**config.mk**
```make
export PLATFORM = sky130hd
export DESIGN_NAME = timer_arbiter
export DESIGN_NICKNAME = d
export VERILOG_FILES = /design/src/rtl/timer_arbiter.sv
export SDC_FILE = /design/constraint.sdc
export NUM_CORES = 1
export LEC_CHECK = 0
export CAP_MARGIN = 25
export CORE_MARGIN = 2
export CORE_UTILIZATION = 35
export DETAILED_ROUTE_END_ITERATION = 8
export GPL_ROUTABILITY_DRIVEN = 0
export GPL_TIMING_DRIVEN = 1
export HOLD_SLACK_MARGIN = 0.02
export PLACE_DENSITY_LB_ADDON = 0.15
export SYNTH_ARGS = -nofsm -noshare
export SYNTH_HDL_FRONTEND = slang
export SYNTH_SLANG_ARGS = --single-unit
```
**constraint.sdc**
```tcl
create_clock -name clk -period 1.67 [get_ports clk]
set_input_delay 0.167 -clock clk [delete_from_list [all_inputs] [get_ports clk]]
set_output_delay 0.167 -clock clk [all_outputs]
set_load 0.02 [all_outputs]
```
**src/rtl/timer_arbiter.sv**
```systemverilog
// timer_arbiter: shares one N-bit up-counter among four requesters.
// Grants go round-robin; the owner counts to its sampled delay, then gets a one-cycle done pulse.
module timer_arbiter #(
    parameter int N = 3
) (
    input  logic           clk,
    input  logic           rstn,
    input  logic [3:0]     req,
    input  logic [4*N-1:0] delay_in,
    output logic [3:0]     gnt,
    output logic [3:0]     done,
    output logic           busy,
    output logic [N-1:0]   count_out
);
    typedef enum logic [1:0] {IDLE, COUNT, DONE} state_t;

    state_t       r_state, w_state;
    logic [3:0]   r_gnt, w_gnt, r_done, w_done;
    logic [N-1:0] r_count, w_count, r_target, w_target;
    logic [1:0]   r_ptr, w_ptr, r_owner, w_owner, w_win, w_idx;
    logic         w_found;

    // Search starts just after the last owner; k = 4 wraps back to the last owner itself.
    always_comb begin
        w_found = 1'b0;
        w_win   = r_ptr;
        w_idx   = r_ptr;
        for (int k = 1; k <= 4; k++) begin
            w_idx = r_ptr + 2'(k);
            if (!w_found && req[w_idx]) begin
                w_found = 1'b1;
                w_win   = w_idx;
            end
        end
    end

    always_comb begin
        w_state  = r_state;
        w_gnt    = r_gnt;
        w_done   = 4'b0;
        w_count  = r_count;
        w_target = r_target;
        w_ptr    = r_ptr;
        w_owner  = r_owner;
        case (r_state)
            IDLE: begin
                w_gnt   = 4'b0;
                w_count = '0;
                if (w_found) begin
                    w_gnt    = 4'b1 << w_win;
                    w_target = delay_in[w_win*N +: N];
                    w_owner  = w_win;
                    w_state  = COUNT;
                end
            end
            COUNT: begin
                // A dropped request wins over a terminal-count match.
                if (!req[r_owner]) begin
                    w_gnt   = 4'b0;
                    w_count = '0;
                    w_ptr   = r_owner;
                    w_state = IDLE;
                end else if (r_count == r_target) begin
                    w_gnt   = 4'b0;
                    w_done  = 4'b1 << r_owner;
                    w_ptr   = r_owner;
                    w_state = DONE;
                end else begin
                    w_count = r_count + 1'b1;
                end
            end
            default: begin
                w_count = '0;
                w_state = IDLE;
            end
        endcase
    end

    always_ff @(posedge clk or negedge rstn) begin
        if (!rstn) begin
            r_state  <= IDLE;
            r_gnt    <= 4'b0;
            r_done   <= 4'b0;
            r_count  <= '0;
            r_target <= '0;
            r_ptr    <= 2'd3;
            r_owner  <= 2'd0;
        end else begin
            r_state  <= w_state;
            r_gnt    <= w_gnt;
            r_done   <= w_done;
            r_count  <= w_count;
            r_target <= w_target;
            r_ptr    <= w_ptr;
            r_owner  <= w_owner;
        end
    end

    assign gnt       = r_gnt;
    assign done      = r_done;
    assign busy      = (r_state != IDLE);
    assign count_out = r_count;
endmodule

```
==> impl_metrics.toml, run 1 <==
[run_status]
outcome = "complete, but fails checks"
violations = "negative setup slack"

[setup_path]
reg2reg_slack_ps = -5
cpPeakStageDelay_ps = 570
crit_path_end_kind = "flip-flop"
rr_startpoint = "r_ptr[0]"
r2r_cells = 6
cp.arrival_ps = 1860
slowest_stage = "dfstp_2"
cp_max_fo = 7
critPathKind = "flip-flop to flip-flop"
cp.required_ps = 1860
startpoint_type = "flip-flop"
worst-path-buf-inv = 1
crit_family = "flip-flops"
r2r_end = "r_target[2]"
crit_chain = "nand2b_4 -> o21ai_4 -> a211oi_4 -> buf_12 -> mux2i_1 -> o221ai_2"

[drt]
wire_per_inst_um = 14.0
drc = 0
drt-total-wl_mm = 2.29
ant_nets = 0
via_per_inst = 4.93
drt-initial-drc-count = 16
firstDrtPassIters = 4
vias = 808

[timing]
max_slew_margin_pct = 74.6
min_period_ps = 1670
fin_ws_ps = -4.83
finalClockSkew_ps = 3.17
hold_violations = 0
finalSetupViolations = 2
timing.hold.ws_ps = 185
fin_crit_sh_pct = 100
tns_ps = -9.23
worstMarginPinSlew_ps = 377
rsz0062_at_grt = "true"
finalMaxSlewViolations = 0
fmax_mhz = 597

[synthesis]
postSynthAreaPerCell_sq_um = 11.0
ys_types = 28
ys_seq_area_share_pct = 50.4
yosys_warnings = 0
async_flop_share_pct = 100
syn-num-nets = 110
synth_edf_count = 0
yosysTopAreaCellShare_pct = 45.2
synthFlopType = "dfrtp_1"
syn_inst = 91
synth_area_sq_um = 997
synth.largest_area_cell = "dfrtp_1"
synth_area_leaders = "dfrtp_1 (45%), mux2i_1 (7.0%), nand2_1 (6.0%)"
synth-seq-cells = 20

[floorplan]
fp.dieArea_sq_um = 3290
start_util_pct = 36.5
die_y_um = 57.4
die_w_um = 57.4
core-area_sq_um = 2730
boundaryPins = 30
rows = 19

[place]
post-dp-hpwl_mm = 1.73
io_buffers = 29

[final_layout]
areaGrowthSynthToFinish_pct = 46.8
layout-drive-gt1-share_pct = 22.6
final_nets = 153
register_area_sq_um = 503
nFillCells = 254
diodes = 0
multi_input_area_sq_um = 504
fin_util_pct = 53.5

[global_route]
antenna_found_initial = 0
grt.overflow.total = 0
grt_pass1_wl_mm = 3.91
grt_usage_pct = 15.1
grt_max_degree = 21
grt_pass1_vias = 894

[power_and_ir_drop]
power.density_nw_per_um2 = 1660
p_leak_nw = 0.638
peakVddDrop_mv = 0.982

[run]
maxCapViolCount = 0

[clocking]
insertion_delay_ps = 300
post_cts_buffers = 0
ctsHoldBuffers = 0
cts_sinks = 20
clk_pin_slew_ps = 120
cts_max_level = 1
cts_buffers = 3
cts_buffer_depth = 2
root_buffer = "clkbuf_4"
cts_tree = "yes"

[hold_path]
worstHoldPathType = "input port to asynchronous set/reset pin"
[area by class of cell]
type,instances,area share [%]
clock buffer,4,1.79
inverter,4,1.03
sequential,20,34.4
multi-input combinational,66,34.4
tap,31,2.65
timing repair buffer,39,25.7
[per-stage QoR]
stage	std cells	worst slack, ps	instance area [sq um]	power [W]
floorplan	91	3.91	997	0.00163
global placement	160	-126	1410	0.00214
detailed placement	160	-188	1410	0.00217
CTS	164	-13.2	1460	0.00244
global route	164	-75.8	1460	0.00259
finish	164	-4.83	1460	0.00243
[layout by cell type (no fill, tap or decap)]
cell	n
o21a_1	1
mux2i_2	3
or2_1	1
dfrtp_1	18
a31o_2	1
a211oi_4	1
xor2_1	1
clkdlybuf4s50_1	28
mux2i_1	4
o221ai_2	3
buf_12	1
and3_1	1
o21ai_1	2
nor4_1	1
ha_1	1
buf_4	9
mux2_2	2
nand2_1	16
mux4_2	1
o41ai_2	1
dfstp_2	2
o211ai_1	1
xnor2_1	4
nor3b_1	1
o21ai_4	1
nor2_1	7
nand2b_1	3
nor2b_1	1
clkbuf_4	3
clkbuf_1	1
dlygate4sd2_1	1
inv_1	4
nand3_1	1
o21ai_0	5
a21oi_2	1
nand2b_4	1
[worst max path at each step]
stage,cells after the start,to,startpoint
floorplan,5,r_target[1],r_ptr[0]
global placement,7,r_target[1],req[2]
detailed placement,7,r_target[1],req[2]
CTS,6,r_target[0],r_ptr[0]
global route,6,r_target[0],r_ptr[0]
finish,6,r_target[2],r_ptr[0]
[sequential cells by signal, summed over array words and instances (netlist names)]
name	cells
done	4
gnt	4
count_out	3
r_target	3
r_owner	2
r_ptr	2
r_state	2
[cell usage after synthesis, types with 2 or more instances]
cell,n
dfrtp_1,18
dfstp_2,2
inv_1,4
mux2_2,2
mux2i_1,7
nand2_1,16
nand2b_1,4
nor2_1,7
o21ai_0,5
o21ai_1,3
o221ai_2,3
xnor2_1,4
[timing repair]
item / in CTS / in global routing
endpoints found under the setup margin: 4 / 5
pin swaps: 3 / 1
resized for setup: 5 / 2
[power by group]
group          internal (W)  total (W)  switching (W)
Combinational      0.000706    0.00138       0.000669
Clock             0.0000930   0.000243       0.000150
Sequential         0.000665   0.000813       0.000149
[worst reg2reg max path, stage by stage (launching register included)]
cell and delay [ps]:
dfstp_2 570, nand2b_4 140, o21ai_4 70, a211oi_4 280
buf_12 170, mux2i_1 220, o221ai_2 120
[kinds of logic (layout without fill, tap and decap cells)]
group	count (synthesis)	count (layout)	synth area share (%)
AND/OR/NAND/NOR	33	33	14.9
flip-flops	20	20	50.4
adder cells (fa/ha/maj)	1	1	1.25
multiplexers	10	10	11.5
buffers and inverters	5	47	2.01
AO/OA/AOI/OAI	17	17	15.4
XOR/XNOR	5	5	4.39
[routing by layer]
layer | GRT usage (%) | share of wire (%)
met1 | 19.7 | 46
met2 | 24.7 | 49
met4 | 5.98 | 0.66
met3 | 2.72 | 4.7
met5 | 0 | 0
Power figures use the tool's default switching activity.
==> run 2, diff against run 1 <==
--- a/config.mk
+++ b/config.mk
@@ -8,6 +8,7 @@
 export CAP_MARGIN = 25
 export CORE_MARGIN = 2
 export CORE_UTILIZATION = 35
+export CTS_CLUSTER_DIAMETER = 120
 export DETAILED_ROUTE_END_ITERATION = 8
 export GPL_ROUTABILITY_DRIVEN = 0
 export GPL_TIMING_DRIVEN = 1
==> results of run 2 <==
Same layout as run 1: the final DEF is identical, and so are final timing and power.
